===== config.mk =====
export PLATFORM = sky130hd
export DESIGN_NAME = median_rank_filter
export DESIGN_NICKNAME = d
export VERILOG_FILES = /design/src/rtl/median_rank_filter.sv
export SDC_FILE = /design/constraint.sdc
export NUM_CORES = 1
export LEC_CHECK = 0
export ABC_AREA = 1
export CAP_MARGIN = 20
export CORE_UTILIZATION = 39
export CTS_BUF_LIST = sky130_fd_sc_hd__clkbuf_8
export DETAILED_ROUTE_END_ITERATION = 7
export GPL_TIMING_DRIVEN = 0
export PLACE_DENSITY_LB_ADDON = 0.2
export SLEW_MARGIN = 15
export SYNTH_ARGS = -nofsm -noshare
export SYNTH_HDL_FRONTEND = slang
export SYNTH_SLANG_ARGS = --single-unit

===== constraint.sdc =====
create_clock -name CLK -period 3.75 [get_ports CLK]
set_input_delay 0.375 -clock CLK [delete_from_list [all_inputs] [get_ports CLK]]
set_output_delay 0.375 -clock CLK [all_outputs]
set_load 0.03 [all_outputs]

===== src/rtl/median_rank_filter.sv =====
// Rank-order filter: streams a LENGTH-sample frame into a register window, then bubble-sorts
// one compare-swap per cycle until the selected rank is final. `define MEDIAN_RANK_EN adds a runtime RANK port.
module median_rank_filter #(
   parameter int SIZE   = 8,
   parameter int LENGTH = 9,
   parameter int CW     = $clog2(LENGTH+1)
) (
   input  logic                      CLK,
   input  logic                      nRST,
   input  logic [SIZE-1:0]           DI,
   input  logic                      DSI,
`ifdef MEDIAN_RANK_EN
   input  logic [$clog2(LENGTH)-1:0] RANK,
`endif
   output logic [SIZE-1:0]           DO,
   output logic                      DSO,
   output logic                      BUSY,
   output logic                      ERR
);

   localparam int RW = $clog2(LENGTH);

   typedef enum logic [1:0] {S_IDLE, S_LOAD, S_SORT} state_t;

   state_t              r_state;
   logic [SIZE-1:0]     r_win [LENGTH];
   logic [CW-1:0]       r_cnt;
   logic [CW-1:0]       r_pass;
   logic [CW-1:0]       r_step;
   logic [RW-1:0]       r_rank;
   logic [SIZE-1:0]     r_do;
   logic                r_dso;
   logic                r_busy;
   logic                r_err;

   logic [RW-1:0]       w_rank_in;
   logic [CW-1:0]       w_last;
   logic [SIZE-1:0]     w_a;
   logic [SIZE-1:0]     w_b;
   logic                w_swap;
   logic [SIZE-1:0]     w_next [LENGTH];
   logic [SIZE-1:0]     w_sel;
   logic                w_step_end;
   logic                w_done;
   logic                w_load;

`ifdef MEDIAN_RANK_EN
   assign w_rank_in = (RANK > RW'(LENGTH-1)) ? RW'(LENGTH-1) : RANK;
`else
   assign w_rank_in = RW'((LENGTH-1)/2);
`endif

   // Rank 0 becomes final together with rank 1, so its zero-step pass is skipped.
   assign w_last     = (r_rank == '0) ? CW'(LENGTH-2) : (CW'(LENGTH-1) - CW'(r_rank));
   assign w_step_end = (r_step == (CW'(LENGTH-2) - r_pass));
   assign w_done     = w_step_end && (r_pass == w_last);
   assign w_load     = DSI && ((r_state == S_IDLE) || (r_state == S_LOAD));

   always_comb begin
      w_a = '0;
      w_b = '0;
      for (int k = 0; k < LENGTH-1; k++) begin
         if (r_step == CW'(k)) begin
            w_a = r_win[k];
            w_b = r_win[k+1];
         end
      end
      w_swap = (w_a > w_b);
      for (int k = 0; k < LENGTH; k++) begin
         w_next[k] = r_win[k];
      end
      for (int k = 0; k < LENGTH-1; k++) begin
         if (w_swap && (r_step == CW'(k))) begin
            w_next[k]   = w_b;
            w_next[k+1] = w_a;
         end
      end
      // The result is taken from the post-swap window of the final step.
      w_sel = '0;
      for (int k = 0; k < LENGTH; k++) begin
         if (r_rank == RW'(k)) begin
            w_sel = w_next[k];
         end
      end
   end

   always_ff @(posedge CLK or negedge nRST) begin
      if (!nRST) begin
         for (int k = 0; k < LENGTH; k++) begin
            r_win[k] <= '0;
         end
      end else if (w_load) begin
         for (int k = 0; k < LENGTH-1; k++) begin
            r_win[k] <= r_win[k+1];
         end
         r_win[LENGTH-1] <= DI;
      end else if (r_state == S_SORT) begin
         for (int k = 0; k < LENGTH; k++) begin
            r_win[k] <= w_next[k];
         end
      end
   end

   always_ff @(posedge CLK or negedge nRST) begin
      if (!nRST) begin
         r_state <= S_IDLE;
         r_cnt   <= '0;
         r_pass  <= '0;
         r_step  <= '0;
         r_rank  <= '0;
         r_do    <= '0;
         r_dso   <= 1'b0;
         r_busy  <= 1'b0;
         r_err   <= 1'b0;
      end else begin
         r_dso <= 1'b0;
         r_err <= 1'b0;
         case (r_state)
            S_IDLE: begin
               if (DSI) begin
                  r_cnt   <= CW'(1);
                  r_rank  <= w_rank_in;
                  r_state <= S_LOAD;
               end
            end
            S_LOAD: begin
               if (DSI) begin
                  if (r_cnt != CW'(LENGTH)) begin
                     r_cnt <= r_cnt + CW'(1);
                  end
               end else begin
                  r_cnt  <= '0;
                  r_pass <= '0;
                  r_step <= '0;
                  if (r_cnt == CW'(LENGTH)) begin
                     r_state <= S_SORT;
                     r_busy  <= 1'b1;
                  end else begin
                     r_state <= S_IDLE;
                     r_err   <= 1'b1;
                  end
               end
            end
            S_SORT: begin
               r_err <= DSI;
               if (w_done) begin
                  r_do    <= w_sel;
                  r_dso   <= 1'b1;
                  r_busy  <= 1'b0;
                  r_state <= S_IDLE;
               end else if (w_step_end) begin
                  r_pass <= r_pass + CW'(1);
                  r_step <= '0;
               end else begin
                  r_step <= r_step + CW'(1);
               end
            end
            default: begin
               r_state <= S_IDLE;
               r_busy  <= 1'b0;
            end
         endcase
      end
   end

   assign DO   = r_do;
   assign DSO  = r_dso;
   assign BUSY = r_busy;
   assign ERR  = r_err;

endmodule


[Yosys cells after proc, flatten, opt, wreduce, memory -nomap -nowiden]
Cells that the tools add are included.
Storage, ports and cells
  register bits: 98
  bits in latches: 0
  bits in writable memories: 0
  memory bits (read-only): 0
  output and inout port bits: 11
  memories kept: 0
Cells by class
  add/sub/neg operators: 5
  multipliers: 0
  divide/modulo/power cells: 0
  magnitude comparators: 1
  equality and inequality tests: 27
  shifts and indexed selects: 0
  muxes and demuxes: 54
  bitwise operators: 1
  reduce and logical (&&, ||, !) cells: 31
Operators by type and width (count)
  2-to-1 mux 72 bit: 2
  2-to-1 mux 8 bit: 18
  2-to-1 mux 16 bit: 8
  2-to-1 mux 4 bit: 9
  != test 4 bit (second input constant): 7
  case mux 4 bit (2 select lines): 3
  AND reduction 2 bit: 9
  == test 4 x 3 -> 1 bit (second input constant): 4
  adder 4 x 1 -> 4 bit (second input constant): 3
  logical AND 1 bit: 10
  != test 2 bit (second input constant): 5
  AND reduction 3 bit: 3
  == test 4 x 2 -> 1 bit (second input constant): 2
  == test 4 bit: 2
  greater-than comparator 8 bit: 1
  zero test 4 bit: 2
  2-to-1 mux 2 bit: 4
  AND reduction 4 bit: 2
  2-to-1 mux 1 bit: 7
  case mux 2 bit (3 select lines): 1
  nonzero test 2 bit: 3
  == test 4 x 1 -> 1 bit (second input constant): 1
  == test 4 bit (second input constant): 1
  subtractor 3 x 4 -> 4 bit (first input constant): 1
  11 further kinds: 11

[Depth between registers and ports, before layout]
Gate-level depths: netlist of run 1.
  depth after elaboration: 21
  depth in mapped cells: 30

[Worst setup path before layout of run 1]
No wires, ideal clock.
  path type: register -> register
  start: reg r_step[0]
  end: reg r_win[54] (netlist bit)
  setup time: 0.116 ns
  arrival: 3.196 ns
  required time: 3.634 ns
  setup slack: 0.438 ns
  stages on the path, launching flop included: 24
  buffers on the path: 2
  period minus slack after synthesis: 3.312 ns
  cell sequence: dfrtp_1 > inv_1 > ha_1 > inv_1 > nor2_2 > buf_2 > a21oi_1 > nand2_1 > nand3_2 > and2_4 > ha_1 > a21oi_1 > nor2_1 > nor2_1 > nand3_2 > nand2_4 > inv_2 > nand2_2 > inv_2 > o21ai_4 > buf_4 > nor2_1 > nand2_1 > nand2_1
On the way
  cells in the longest elaborated chain, start to end: 14
  elaborated cells on any way between the ends: 33
  classes of those cells: order compare: 1; eq/ne: 8; mux: 20; reduce/logical: 4
RTL lines
  start: declaration: RTL line 29  | logic [CW-1:0] r_step;
  start signal: assignment: RTL line 155  | r_step <= r_step + CW'(1);
  zero test 4 bit: RTL line 63  | if (r_step == CW'(k)) begin
  2-to-1 mux 8 bit (8 in series): RTL line 63
  greater-than comparator 8 bit: RTL line 68  | w_swap = (w_a > w_b);
  logical AND 1 bit: RTL line 73  | if (w_swap && (r_step == CW'(k))) begin
  2-to-1 mux 16 bit: RTL line 73
  2-to-1 mux 72 bit: RTL line 97  | end else if (r_state == S_SORT) begin
  2-to-1 mux 72 bit: RTL line 92  | end else if (w_load) begin
  end signal: indexed assignment: RTL line 94  | r_win[k] <= r_win[k+1];
  end signal: indexed assignment: RTL line 99  | r_win[k] <= w_next[k];
  end: declaration: RTL line 26  | logic [SIZE-1:0] r_win [LENGTH];
Several ways; a longest one is shown, not always the timed one. The select of a mux whose other input is x is not followed.
A chain may end at the register's enable or synchronous reset.

[Worst setup path after layout of run 1]
  start: reg r_step[0]
  end: reg r_win[28] (netlist bit)
Same word-level chain as after synthesis.

==> run metrics, run 1 <==
final hold slack 0.456 ns; worst-margin pin slew 0.796 ns; Mean Syn Cell Area 6.53 µm²; die area 20,500 µm²; Placement Setup Slack -0.585 ns; Detail Route Antenna Nets 0; H-Tree Level Count 3; fin crit period 3.69 ns; clock-pin slew on the worst setup and hold paths 0.12 ns; Diodes inserted 0; Synth warnings 0; Final HPWL DP 21,600 µm; syn_nets 1,217; final net count 1,323; Vias/cell 5.39; synthesized flop and latch total 98; Cell Rows 51; share of layout cells above drive strength 1 22.3%; initial antenna violation count 0; Iteration-0 DRC Markers 801; Worst slew margin 46.9%; Setup crit end r_win[28]; design area 9670 µm²; mapped cell area 7760 µm²; PwrDens 992 nW/µm²; Final Hold Vio Count 0; Core Util, Final 49.7%; R2R Path End r_win[28]; P&R area growth vs syn 24.7%; register area share after synthesis 31.6%; Power Internal 4.28 mW; residual overflow from global routing 0; type of the worst setup path reg2reg; sw power 5.32 mW; most common cell after layout, fill and taps aside nand2_1; core area 19,500 µm²; Placed Area 8330 µm²; HP Class in2async; Initial Util 39.9%; Boundary Pins 22; Inserted Clock Buffers 9; Sw Share 55.4%; setup TNS 0 ns; clock buffer depth 2; first-pass GRT wire length 44,600 µm; Post-Layout Cell Count 1,564; PortBufs 21; Max Freq 0.271 GHz; Syn Inst Count 1,188; Static Leak 4.79 nW; die height 143 µm; clock skew 0.0159 ns; VDD IR max 0.526 mV; status finished clean; Clock power frac 7.6%; total power 9.60 mW; final worst-path cycle share 98.4%; Filler cells 2,009; CP arrival 3.99 ns; final setup vio count 0; Critical Path Fanout Max 10; max_cap viols 0; Die Wd 143 µm; largest net degree at the start of global routing 53; Netlist cell types 49; most frequent cells in the layout nand2_1 (383), nand3_1 (135), inv_1 (122); Top FF cell, synth dfrtp_1; Reg power frac 20.6%; CTS tree yes; GRT Overall Usage 29.8%; CP Capture Type flop; origin of the worst setup path r_step[0]; Data required, critical path 4.05 ns; aggregate routed wire length 30,100 µm; DRT Pass-1 Iters 6; R2R Setup Slk 0.06 ns; vias in the first global route 7,744; Reg2Reg Depth 24; FFs w/ async S/R, synth 100%; CP startpoint kind flop; Final Wtd Congestion 1.03; Root Buffer clkbuf_8; placed insts 1,475; Setup WS post-layout 0.0586 ns; pins over their slew limit 0; Clk Latency, worst-skew pair 0.41 ns; clock sinks 98; share of total power in combinational logic 71.9%; Vias 8,426; Worst R2R Start r_step[0]; drt wl/cell 19.2 µm; drt drc 0; Post-synth EDFFs 0
[power groups by stage]
| stage | Combinational [mW] | Sequential, mW | Clock (mW) |
|---|---|---|---|
| after floorplan | 3.47 | 1.77 | 0 |
| after global placement | 4.94 | 1.96 | 0 |
| after CTS | 5.56 | 1.95 | 0.736 |
| final | 6.90 | 1.98 | 0.725 |
| after detailed placement | 4.96 | 1.96 | 0 |
| after global routing | 7.32 | 2.00 | 0.778 |
[registers in the layout (all words and copies together), names as in the netlist]
name,cells
r_rank,1
DSO,1
r_pass,4
DO,8
r_win,72
r_cnt,4
r_step,4
r_state,2
BUSY,1
ERR,1
[metal layers]
| layer | up-vias | share of wire (%) | GRT usage, % |
|---|---|---|---|
| li1 | 3997 | - | - |
| met1 | 3884 | 44 | 42.0 |
| met2 | 440 | 42 | 43.0 |
| met3 | 105 | 8.8 | 4.26 |
| met4 | 0 | 5.5 | 17.2 |
| met5 | - | 0 | 0 |
[worst min path at each step]
stage               slack (ns)  depth (start not counted)        end      start
finish                    0.46                          2  r_win[63]       nRST
global route              0.50                          2  r_win[63]       nRST
CTS                       0.48                          2  r_win[63]       nRST
detailed placement        0.35                          1  r_win[49]       nRST
global placement          0.46                          2  r_win[17]  r_win[17]
floorplan                 0.08                          0       BUSY       nRST
[logic make-up after synthesis]
group	synth area share, %
AND/OR/NAND/NOR	41.8
buffers and inverters	11.0
AO/OA/AOI/OAI	12.4
flip-flops	31.6
adder cells (fa/ha/maj)	2.90
XOR/XNOR	0.339
[Yosys cell counts (6+ instances only)]
library cell	instances	area share [%]
nand2_1	417	20
nand3_1	147	9.5
inv_1	127	6.1
dfrtp_1	98	32
nor2_1	78	3.8
o21ai_0	54	3.5
a21oi_1	40	2.6
a22oi_1	24	2.3
inv_2	24	1.2
ha_1	18	2.9
nand2_2	18	1.5
buf_2	16	1.0
o21ai_1	15	0.97
o21ai_2	10	1.1
nand3_2	9	1.2
and2_1	8	0.64
clkbuf_1	8	0.39
buf_4	7	0.68
nor2_4	7	1.0
buf_6	6	0.87
[critical path, stage by stage, from the launching register on]
cell and delay (ns):
dfrtp_2 0.45, inv_4 0.07, ha_4 0.19, nand2_2 0.10
clkbuf_4 0.22, nand3_1 0.12, nand2_1 0.10, nand4_1 0.19
nand2_2 0.18, nand3_2 0.08, nand2_2 0.11, clkinv_4 0.09
ha_4 0.28, nand2_4 0.05, nor2_4 0.15, nand4_4 0.17
nand2_8 0.19, buf_12 0.13, nor2_8 0.04, buf_6 0.12
o21ai_4 0.27, buf_6 0.15, nor2_1 0.03, nand2_1 0.05
nand2_1 0.05
[what timing repair did]
item                       CTS  global route
hold buffers                 1             0
gates cloned                 0             3
setup endpoints to repair   80            80
resized for setup           40           111
pin swaps                   15            50
buffers inserted            23            46
hold endpoints to repair    46             0
[layout make-up]
type | instances | area (µm²) | area share (%)
multi-input combinational | 894 | 4920 | 50.8
inverter | 155 | 633 | 6.54
timing repair buffer | 95 | 835 | 8.63
clock buffer | 10 | 138 | 1.42
tap | 265 | 332 | 3.43
sequential | 98 | 2450 | 25.4
clock inverter | 6 | 55.1 | 0.569
buffer | 41 | 309 | 3.19
Power figures use the tool's default switching activity.
==> run 2, diff against run 1 <==
- CORE_MARGIN: default -> 2
- CORE_UTILIZATION: 39 -> 30
- SKIP_CTS_REPAIR_TIMING: default -> 1
==> run 2 against run 1 <==
Compared with the run above:
- the run now ends with negative setup slack left
- fmax decreased by 4.5%
- combinational power up 5.5%
- highest routed layer unchanged
- hold slack worse by 0.036 ns
- critical path type unchanged
- global-route usage decreased by 6.2 points
- core utilization fell by 9.7 points
- clock skew grew 0.0059 ns
- sequential cell count unchanged
- cell area up 4.5%
- die area grew 33%
- critical endpoint is now r_win[30]
- sequential power about the same
- clock power is 1% higher
==> run metrics, run 2 (synthesized netlist as in run 1, its figures left out) <==
P&R area growth vs syn 30.3%; PortBufs 21 (unchanged); die height 165 µm (+15%); failing checks negative setup slack; final worst-path cycle share 103% (+4.7 points); final hold slack 0.420 ns (-0.0362 ns); core area 25,300 µm² (+30%); Cell Rows 58 (+14%); Clk Latency, worst-skew pair 0.42 ns (about the same); clock sinks 98 (unchanged); worst-margin pin slew 0.837 ns (+0.0415 ns); most frequent cells in the layout nand2_1 (380), inv_1 (120), nand3_1 (115); most numerous cell on the critical path nand2_4; first-pass GRT wire length 47,100 µm (+5.6%); Vias/cell 5.18 (-3.8%); R2R Setup Slk -0.12 ns (-0.17 ns); Final HPWL DP 23,300 µm (+7.9%); Die Wd 165 µm (+15%); max_cap viols 0 (unchanged); clock-pin slew on the worst setup and hold paths 0.12 ns (about the same); number of flip-flops in the largest register 72 (unchanged); Reg2Reg Depth 26 (+8.3%); Reg power frac 19.9% (-0.7 points); share of layout cells above drive strength 1 25.3% (+3.0 points); Clock power frac 7.3% (-0.3 points); final net count 1,337 (+1.1%); Root Buffer clkbuf_8; Placement Setup Slack -0.708 ns (-0.122 ns); CP startpoint kind flop; vias in the first global route 7,610 (-1.7%); Max Freq 0.259 GHz (-4.5%); GRT Overall Usage 23.6% (-6.2 points); Detail Route Antenna Nets 0 (unchanged); largest net degree at the start of global routing 64 (+21%); clock skew 0.0218 ns (+0.00593 ns); residual overflow from global routing 0 (unchanged); Static Leak 4.89 nW (+2.1%); status finished, violations left; CTS tree yes; Top reg by flops r_win; final setup vio count 57 (+57); Worst slew margin 44.2% (-2.8 points); VDD IR max 0.648 mV (+23%); Final Wtd Congestion 0.970 (-6.2%); Critical Path Fanout Max 8 (-2); pins over their slew limit 0 (unchanged); slowest stage delay, CP 0.50 ns (+0.05 ns); Core Util, Final 40.0% (-9.7 points); Final Hold Vio Count 0 (unchanged); Boundary Pins 22 (unchanged); aggregate routed wire length 32,200 µm (+6.9%); PwrDens 989 nW/µm² (-0.32%); Filler cells 2,767 (+38%); H-Tree Level Count 3 (unchanged); Critical Path Slowest Stage Cell dfrtp_2; fin crit period 3.87 ns (+0.175 ns); Initial Util 30.7% (-9.1 points); Diodes inserted 0 (unchanged); drt drc 0 (unchanged); HP Class in2async; CP Capture Type flop; share of total power in combinational logic 72.8% (+0.9 points); Inserted Clock Buffers 9 (unchanged); drt wl/cell 19.6 µm (+1.8%); sw power 5.58 mW (+4.9%); clock buffer depth 2 (unchanged); Vias 8,511 (+1.0%); die area 27,200 µm² (+33%); Iteration-0 DRC Markers 930 (+16%); RSZ-0062 raised after global routing true; Power Internal 4.42 mW (+3.3%); setup TNS -2.63 ns (-2.63 ns); Sw Share 55.8% (+0.39 points); CP arrival 4.17 ns (+0.18 ns); DRT Pass-1 Iters 6 (unchanged); Setup WS post-layout -0.116 ns (-0.175 ns); most common cell after layout, fill and taps aside nand2_1; initial antenna violation count 0 (unchanged); type of the worst setup path reg2reg; Data required, critical path 4.05 ns (about the same)
## run 2: cell count changes in the layout (fill, tap and decap cells not counted), sizes merged
cell      change
buf           +8
clkbuf        +4
clkinvlp      +2
inv           -1
nor2          +1
## run 2: cell type report
type                    count  area, µm²  share of cell area [%]
flip-flops and latches     98       2450                    24.3
multi-input cells         895       5060                    50.1
repair buffers            108       1020                    10.1
clock inverters             7       63.8                   0.631
clock buffers               9        124                    1.23
well taps                 330        413                    4.08
plain buffers              41        325                    3.22
inverters                 155        646                    6.39
## run 2: worst paths after layout
kind,endpoint,from
worst max-delay path,r_win[30],r_step[1]
worst min register to register,DO[0],DO[0]
max in group asynchronous,DO[7],nRST
worst min-delay path,ERR,nRST
worst max register to register,r_win[30],r_step[1]
min in group CLK,DO[0],DO[0]
## run 2: worst max-delay path, delay by kind of cell (launching register included)
kind | cells | cell delay (ns)
simple gates | 15 | 1.67
buf+inv | 7 | 0.76
flops | 1 | 0.50
fa+ha+maj | 2 | 0.45
compound gates | 2 | 0.34
## run 2: metrics by stage
stage	cells	instance area, µm²	power (mW)
finish	1643	10100	10.0
detailed placement	1540	8410	7.05
global placement	1539	8380	7.04
floorplan	1188	7760	5.24
CTS	1556	8600	7.82
global route	1643	10100	10.6
## run 2: per-layer routing
metal  vias up  part of all wire (%)  global-route usage, %
met5         -                     0                      0
met3        75                   7.7                   2.96
li1       4037                     -                      -
met4         0                   4.5                   10.4
met2       395                    44                   35.9
met1      4004                    44                   33.6
## run 2: power by group through the flow
stage	Clock [mW]	Combinational, mW	Sequential, mW
final	0.734	7.28	1.99
after global routing	0.795	7.74	2.03
after CTS	0.769	5.10	1.96
after detailed placement	0	5.08	1.98
after global placement	0	5.06	1.98
after floorplan	0	3.47	1.77
